===== config.mk =====
export PLATFORM = sky130hd
export DESIGN_NAME = freq_mult_param
export DESIGN_NICKNAME = d
export VERILOG_FILES = /design/src/rtl/freq_mult_pkg.sv /design/src/rtl/freq_mult_param.sv
export SDC_FILE = /design/constraint.sdc
export NUM_CORES = 1
export LEC_CHECK = 0
export BUFFER_PORTS_ARGS = -buffer_cell sky130_fd_sc_hd__buf_2
export CORE_ASPECT_RATIO = 0.5
export CORE_MARGIN = 1.5
export CORE_UTILIZATION = 40
export DETAILED_ROUTE_END_ITERATION = 16
export PLACE_DENSITY = 0.69
export RECOVER_POWER = 50
export SLEW_MARGIN = 10
export SYNTH_ARGS = -nofsm -noshare
export SYNTH_HDL_FRONTEND = slang
export SYNTH_SLANG_ARGS = --single-unit

===== constraint.sdc =====
create_clock -name clk -period 2.9 [get_ports clk]
set_input_delay 0.435 -clock clk [delete_from_list [all_inputs] [get_ports clk]]
set_output_delay 0.435 -clock clk [all_outputs]
set_load 0.02 [all_outputs]

===== src/rtl/freq_mult_pkg.sv =====
// Shared types and helpers for the parametrised shift-add frequency multiplier.
package freq_mult_pkg;

    typedef enum logic [1:0] {
        IDLE = 2'd0,
        RUN  = 2'd1,
        DONE = 2'd2
    } state_t;

    // Saturation works on a fixed-width carrier, so VW+UW must stay below this.
    localparam int MAX_W = 64;

    function automatic int cnt_width(input int uw);
        return $clog2(uw > 1 ? uw : 2);
    endfunction

    function automatic logic [MAX_W-1:0] saturate(input logic [MAX_W-1:0] value,
                                                  input int vw);
        logic [MAX_W-1:0] limit;
        limit = (vw >= MAX_W) ? '1 : ((MAX_W'(1) << vw) - MAX_W'(1));
        return (value > limit) ? limit : value;
    endfunction

endpackage


===== src/rtl/freq_mult_param.sv =====
// Sequential radix-2 shift-add multiplier: prod = vi * ui, one RUN cycle per multiplier bit.
// Handshake: start is sampled only in IDLE; done pulses once and the results stay valid until the next done.
module freq_mult_param
    import freq_mult_pkg::*;
#(
    parameter int VW         = 16,
    parameter int UW         = 2,
    parameter int EARLY_EXIT = 0
) (
    input  logic             clk,
    input  logic             rst,
    input  logic             start,
    input  logic [VW-1:0]    vi,
    input  logic [UW-1:0]    ui,
    output logic             busy,
    output logic             done,
    output logic [VW+UW-1:0] prod,
    output logic [VW-1:0]    sat_prod,
    output logic             ovf,
    output state_t           dbg_state
);

    localparam int PW = VW + UW;
    localparam int CW = cnt_width(UW);

    state_t           state;
    state_t           state_next;
    logic [PW-1:0]    acc;
    logic [PW-1:0]    mcand;
    logic [UW-1:0]    mq;
    logic [CW-1:0]    cnt;

    logic [PW-1:0]    acc_sum;
    logic [UW-1:0]    mq_shift;
    logic             last_bit;
    logic [MAX_W-1:0] sat_wide;
    logic [VW-1:0]    sat_next;
    logic             ovf_next;

    always_comb begin
        state_next = state;
        acc_sum    = mq[0] ? (acc + mcand) : acc;
        mq_shift   = mq >> 1;
        last_bit   = (cnt == CW'(UW - 1)) || ((EARLY_EXIT != 0) && (mq_shift == '0));
        sat_wide   = saturate(MAX_W'(acc_sum), VW);
        sat_next   = sat_wide[VW-1:0];
        // Clamping changed the value exactly when the product spilled past VW bits.
        ovf_next   = (sat_wide != MAX_W'(acc_sum));

        case (state)
            IDLE:    if (start) state_next = RUN;
            RUN:     if (last_bit) state_next = DONE;
            DONE:    state_next = IDLE;
            default: state_next = IDLE;
        endcase
    end

    always_ff @(posedge clk) begin
        if (rst) begin
            state    <= IDLE;
            acc      <= '0;
            mcand    <= '0;
            mq       <= '0;
            cnt      <= '0;
            prod     <= '0;
            sat_prod <= '0;
            ovf      <= 1'b0;
        end else begin
            state <= state_next;
            case (state)
                IDLE: begin
                    if (start) begin
                        mcand <= PW'(vi);
                        mq    <= ui;
                        acc   <= '0;
                        cnt   <= '0;
                    end
                end
                RUN: begin
                    acc   <= acc_sum;
                    mcand <= mcand << 1;
                    mq    <= mq_shift;
                    cnt   <= cnt + CW'(1);
                    if (last_bit) begin
                        prod     <= acc_sum;
                        sat_prod <= sat_next;
                        ovf      <= ovf_next;
                    end
                end
                default: ;
            endcase
        end
    end

    assign busy      = (state != IDLE);
    assign done      = (state == DONE);
    assign dbg_state = state;

endmodule

==> results of run 1 <==
-- logic make-up (layout without fill, tap and decap cells) --
family	Yosys count	after routing
xor+xnor	13	13
buf+inv	50	104
mux	15	15
compound gates	146	146
simple gates	192	192
fa+ha+maj	18	18
flops	76	76
-- final timing paths --
path | start | end | slack, ns | cells past startpoint
max | mcand[11]$_SDFFE_PP0P_ | sat_prod[11]$_SDFFE_PP0P_ | 0.18 | 10
min reg2reg | prod[13]$_SDFFE_PP0P_ | prod[13]$_SDFFE_PP0P_ | 0.45 | 2
max reg2reg | mcand[11]$_SDFFE_PP0P_ | sat_prod[11]$_SDFFE_PP0P_ | 0.18 | 10
min | vi[4] | mcand[4]$_SDFFE_PP0P_ | 0.37 | 3
-- Yosys cell counts, types with 2 or more instances --
library cell    n
nor3_1         17
and3_1          2
mux2_2          6
nand2_1        27
a21o_1          3
buf_6           3
a311oi_1       11
nand2_2         2
o21a_1          3
ha_1           17
o21bai_1       10
buf_4           2
o21ai_0         4
buf_1           4
mux2i_1         8
dfxtp_1        76
a22oi_1         8
or3_1           2
nand4_1         2
o31ai_1         2
nand3b_1        3
or2_2           2
nor2b_1        19
o21ai_1         5
a211oi_1       15
xor2_1          4
o21ai_2         2
a211o_1         2
clkbuf_1       28
inv_1          13
xnor2_1         9
a2bb2oi_1       6
a31oi_1        12
nor2_1        105
nand3_1         5
a21oi_1        49
nand2b_1        2
-- power breakdown --
part	internal [mW]	total [mW]	switching, mW
Clock	0.863	1.30	0.435
Sequential	1.10	1.15	0.0525
Combinational	0.171	0.459	0.288
-- critical path, delay by kind of cell (launching register included) --
kind                       cells  cell delay (ns)
buffers and inverters          1             0.20
adders and majority gates      1             0.33
muxes                          2             0.49
DFF                            1             0.41
and+or+nand+nor                2             0.34
AOI/OAI and AO/OA              4             0.85
-- sequential cells by signal, indices dropped and copies added (netlist names) --
signal / count
prod: 18
ovf: 1
mq: 2
sat_prod: 16
mcand: 18
cnt: 1
acc: 18
dbg_state: 2
-- cell usage in the layout, fill, tap and decap left out, types with 10 or more instances in the layout --
cell / Yosys / layout
nor3_1: 17 / 17
a311oi_1: 11 / 11
dfxtp_1: 76 / 76
o21bai_1: 10 / 10
nor2_1: 105 / 104
buf_2: 0 / 23
a21oi_1: 49 / 49
nand2_1: 27 / 27
a211oi_1: 15 / 15
inv_1: 13 / 13
clkbuf_1: 28 / 41
nor2b_1: 19 / 19
a31oi_1: 12 / 12
ha_1: 17 / 17
-- metrics by stage --
| step | hold slack [ns] | setup slack (ns) | area, sq um | cells | utilization [%] |
|---|---|---|---|---|---|
| floorplan | 0.454 | 0.464 | 4130 | 510 | - |
| global placement | 0.442 | 0.393 | 4570 | 683 | 46.9 |
| global route | 0.386 | 0.0465 | 4850 | 699 | 49.9 |
| detailed placement | 0.446 | 0.266 | 4570 | 683 | 46.9 |
| CTS | 0.360 | 0.188 | 4920 | 699 | 50.5 |
| finish | 0.372 | 0.180 | 4850 | 699 | 49.9 |
-- metal layers --
layer	global-route usage, %	share of wire, %	up-vias
met5	0	0	-
met3	6.48	7.9	11
met4	6.40	1.2	0
li1	-	-	1898
met2	28.0	38	123
met1	29.4	53	1688
-- area by class of cell --
class / instances / share of cell area, %
Multi-Input combinational cell: 384 / 49.5
Clock buffer: 10 / 4.93
Inverter: 13 / 1.01
Clock inverter: 6 / 2.30
Tap cell: 135 / 3.48
Timing Repair Buffer: 75 / 7.46
Sequential cell: 76 / 31.4
==> summary.txt, run 1 <==
Critical path type = reg2reg
Least-Margin Pin Slew = 0.911 ns
Yosys cell types = 57
Largest family of logic cells by synthesized area = compound AO/OA/AOI/OAI gates
Vert. Die Dim = 74.9 microns
Vias in the first global route = 3,290
CTS Buffer Depth = 2
Syn. warnings = 0
Total power = 2.91 mW
FP Rows = 25
Area leader, netlist = dfxtp_1
Final global-route overflow total = 0
Antenna diodes = 0
CP max-delay cell = dfxtp_1
Power Dens Cells = 599 nW/um^2
Core ar. = 9730 sq um
Synth Instances = 510
Share of the synthesized area in the top cell type = 36.8%
FF+latch area = 1520 sq um
Multi-input logic area = 2400 sq um
Final min period = 2.72 ns
Most common flop cell mapped by yosys = dfxtp_1
Multiplexer share of the synthesized area = 4.12%
H-tree depth = 3
Max incr delay on CP = 0.41 ns
P&R area growth vs syn = 17.4%
I/O Pins = 60
Startpoint type of the worst setup path = flip-flop
Largest cells by area after synthesis = dfxtp_1, nor2_1, a21oi_1, ha_1, nor2b_1
Post-synthesis xor/xnor area fraction = 2.76%
Initial cell density of the core = 42.5%
DP HPWL = 7.50 mm
Die Footprint = 11,000 sq um
Worst VDD drop = 256 uV
Async set-or-reset flop fraction in the synthesized netlist = 0%
Crit end category = flip-flop
CTS resizes = 0
Static leakage = 1.97 nW
Final setup TNS = 0 ns
Drc violations = 0
Crit share post-route = 93.8%
CP Max Fanout = 18
Via density = 5.32
WL final = 10.8 mm
Fillers = 990
Synth Register Bits = 76
PortBufs = 59
Via count of the routed design = 3,720
Seq/Total Area, Yosys = 36.8%
Critical Path, Cell by Cell = ha_1 > a21oi_1 > nand3b_1 > o22a_2 > o31ai_4 > mux2i_1 > nand2_2 > mux2i_4 > buf_4 > a311oi_1
Compound-gate portion of the synthesized area = 24.6%
RSZ-0062 raised after global routing = no
Hold Vio Cnt, Final = 0
Antenna violations before repair = 0
Largest net degree at the start of global routing = 48
Post-synthesis adder-cell area fraction = 5.63%
Slew Viols, Final = 0
WP data arrival = 2.97 ns
Mapped Area = 4130 sq um
CTS clk-pin slew, worst paths = 0.06 ns
CTS hold repair buffers = 0
Post-DR wirelength/cell = 15.4 microns
Total GRT Usage = 20.2%
CTS root buf = clkbuf_16
Share of cells above drive strength 1 = 12.9%
Net count after synthesis = 549
Outcome = finished, final reports clean
Hold crit path type = in2reg
Final-report setup violation count = 0
Initial DRC Count = 312
Post CTS Setup Buffer Count = 0
Worst slew margin = 39.3%
Synth Area in Simple Gates = 20.8%
Die Width = 147 microns
Placer congestion estimate = 0.848
Clock Sinks = 76
Max frequency = 0.368 GHz
Worst-Skew Late Latency = 0.34 ns
EDFF count, synth = 0
Max_cap viols = 0
TritonRoute pass-1 iters = 6
First-pass GRT wire length = 17.1 mm
Skew final = 0.00629 ns
CTS buffer count = 9
CTS tree = done
Antenna viol nets, final = 0
Avg Synthesized Cell Area = 8.10 sq um
Nets@finish = 598
CP required = 3.15 ns
(Power assumes the default switching activity.)
==> inputs of run 2 (changes only) <==
REMOVE_ABC_BUFFERS = 1   (was unset)
==> summary.txt, run 2 (synthesized netlist as in run 1, its figures left out) <==
WL final = 10.1 mm (-6.1%)
CTS buffer count = 9 (unchanged)
Outcome = finished, final reports clean
Share of cells above drive strength 1 = 13.3% (+0.33 points)
H-tree depth = 3 (unchanged)
Initial DRC Count = 235 (-25%)
Worst-Skew Late Latency = 0.34 ns (about the same)
Hold Path Depth = 3 (unchanged)
Via density = 5.30 (-0.44%)
Antenna viol nets, final = 0 (unchanged)
Drc violations = 0 (unchanged)
Hold Vio Cnt, Final = 0 (unchanged)
Slew Viols, Final = 0 (unchanged)
Skew final = 0.00730 ns (+0.00101 ns)
Final-report setup violation count = 0 (unchanged)
Clock Sinks = 76 (unchanged)
Setup ws final = 0.181 ns (+0.000490 ns)
Final min period = 2.72 ns (-0.000490 ns)
RSZ-0062 raised after global routing = no
Largest net degree at the start of global routing = 78 (+63%)
Via count of the routed design = 3,709 (-0.30%)
CP Max Fanout = 7 (-11)
Vert. Die Dim = 74.9 microns (unchanged)
Post-DR wirelength/cell = 14.4 microns (-6.2%)
Max_cap viols = 0 (unchanged)
Vias in the first global route = 3,367 (+2.3%)
Worst VDD drop = 313 uV (+22%)
Core ar. = 9730 sq um (unchanged)
Antenna diodes = 0 (unchanged)
CP required = 3.14 ns (about the same)
Antenna violations before repair = 0 (unchanged)
Placer congestion estimate = 0.881 (+3.9%)
Initial cell density of the core = 42.5% (unchanged)
Final core occ = 50.2% (+0.32 points)
Post-place setup slack = 0.156 ns (-0.110 ns)
Power Dens Cells = 578 nW/um^2 (-3.5%)
TritonRoute pass-1 iters = 5 (-1)
PortBufs = 59 (unchanged)
Static leakage = 1.99 nW (+0.92%)
CTS root buf = clkbuf_16
Total GRT Usage = 19.4% (-0.73 points)
CTS Buffer Depth = 2 (unchanged)
First-pass GRT wire length = 16.6 mm (-2.8%)
Startpoint type of the worst setup path = flip-flop
Hold crit path type = in2reg
I/O Pins = 60 (unchanged)
Commonest non-fill, non-tap cell in the layout = nor2_1
Crit end category = flip-flop
DP HPWL = 6.91 mm (-7.8%)
Critical path type = reg2reg
FP Rows = 25 (unchanged)
Max frequency = 0.368 GHz (about the same)
Worst slew margin = 14.6% (-25 points)
Final global-route overflow total = 0 (unchanged)
Die Footprint = 11,000 sq um (unchanged)
WP data arrival = 2.96 ns (about the same)
R2R depth = 11 (+1)
CTS hold repair buffers = 0 (unchanged)
Die Width = 147 microns (unchanged)
Regs by FF count = acc: 18 flops, mcand: 18 flops, prod: 18 flops
CTS tree = done
P&R area growth vs syn = 18.2%
CTS clk-pin slew, worst paths = 0.06 ns (about the same)
Nets@finish = 599 (+0.17%)
Least-Margin Pin Slew = 1.28 ns (+0.370 ns)
Crit share post-route = 93.8% (about the same)
Most frequent cells in the layout = nor2_1, dfxtp_1, a21oi_1
run 2: cell count changes in the layout (fill, tap and decap cells not counted):
cell	previous run	this run
clkinvlp_4	1	0
or2_2	2	1
clkinv_4	1	2
clkbuf_1	41	39
buf_12	1	4
or2_0	0	1
bufinv_16	3	2
clkinv_2	1	2
clkbuf_2	1	0
buf_4	9	10
run 2: worst paths after layout:
path | from | end | slack [ns]
worst max-delay path | acc[11]$_SDFFE_PP0P_ | sat_prod[13]$_SDFFE_PP0P_ | 0.18
worst min-delay path | vi[2] | mcand[2]$_SDFFE_PP0P_ | 0.36
worst max register to register | acc[11]$_SDFFE_PP0P_ | sat_prod[13]$_SDFFE_PP0P_ | 0.18
worst min register to register | prod[11]$_SDFFE_PP0P_ | prod[11]$_SDFFE_PP0P_ | 0.46
run 2: area by class of cell:
cell class              instances  area [sq um]
fillers                       930          4850
multi-input cells             384          2400
flip-flops and latches         76          1520
repair buffers                 76           417
clock buffers                  10           239
well taps                     135           169
clock inverters                 6          87.6
inverters                      13          48.8
run 2: power breakdown:
group          switching [mW]  total (mW)  internal (mW)
clock network           0.441        1.22          0.776
logic                   0.288       0.466          0.178
registers              0.0431        1.14           1.10
total                   0.772        2.82           2.05
run 2: timing repair:
item	4_1_cts	5_1_grt
hold endpoints to repair	0	0
gates resized for setup	0	0
buffers inserted	0	3
setup endpoints to repair	0	3
run 2: metal layers:
metal / track usage (%) / vias up / share of wire [%]
met5: 0 / - / 0
met2: 30.5 / 81 / 44
met3: 5.52 / 19 / 4.5
met4: 6.85 / 0 / 1.9
met1: 26.1 / 1699 / 49
li1: - / 1910 / -
run 2: metrics by stage:
stage | hold WS (ns) | std cells | setup TNS [ns] | area (sq um) | power, mW
6_report | 0.361 | 700 | 0 | 4880 | 2.82
3_5_place_dp | 0.453 | 681 | 0 | 4560 | 1.63
2_1_floorplan | 0.448 | 473 | -21.34 | 3960 | 1.46
5_1_grt | 0.365 | 700 | 0 | 4880 | 2.95
3_3_place_gp | 0.447 | 681 | 0 | 4560 | 1.62
4_1_cts | 0.354 | 697 | 0 | 4890 | 2.84
run 2: critical path, stage by stage (launching register included):
cell and delay, ns:
dfxtp_1 0.32, ha_1 0.37, a21oi_1 0.21, nand3b_1 0.20
o22a_2 0.27, o31ai_4 0.08, mux2i_1 0.31, nand2_2 0.12
mux2i_4 0.21, buf_12 0.14, buf_12 0.12, a311oi_1 0.26
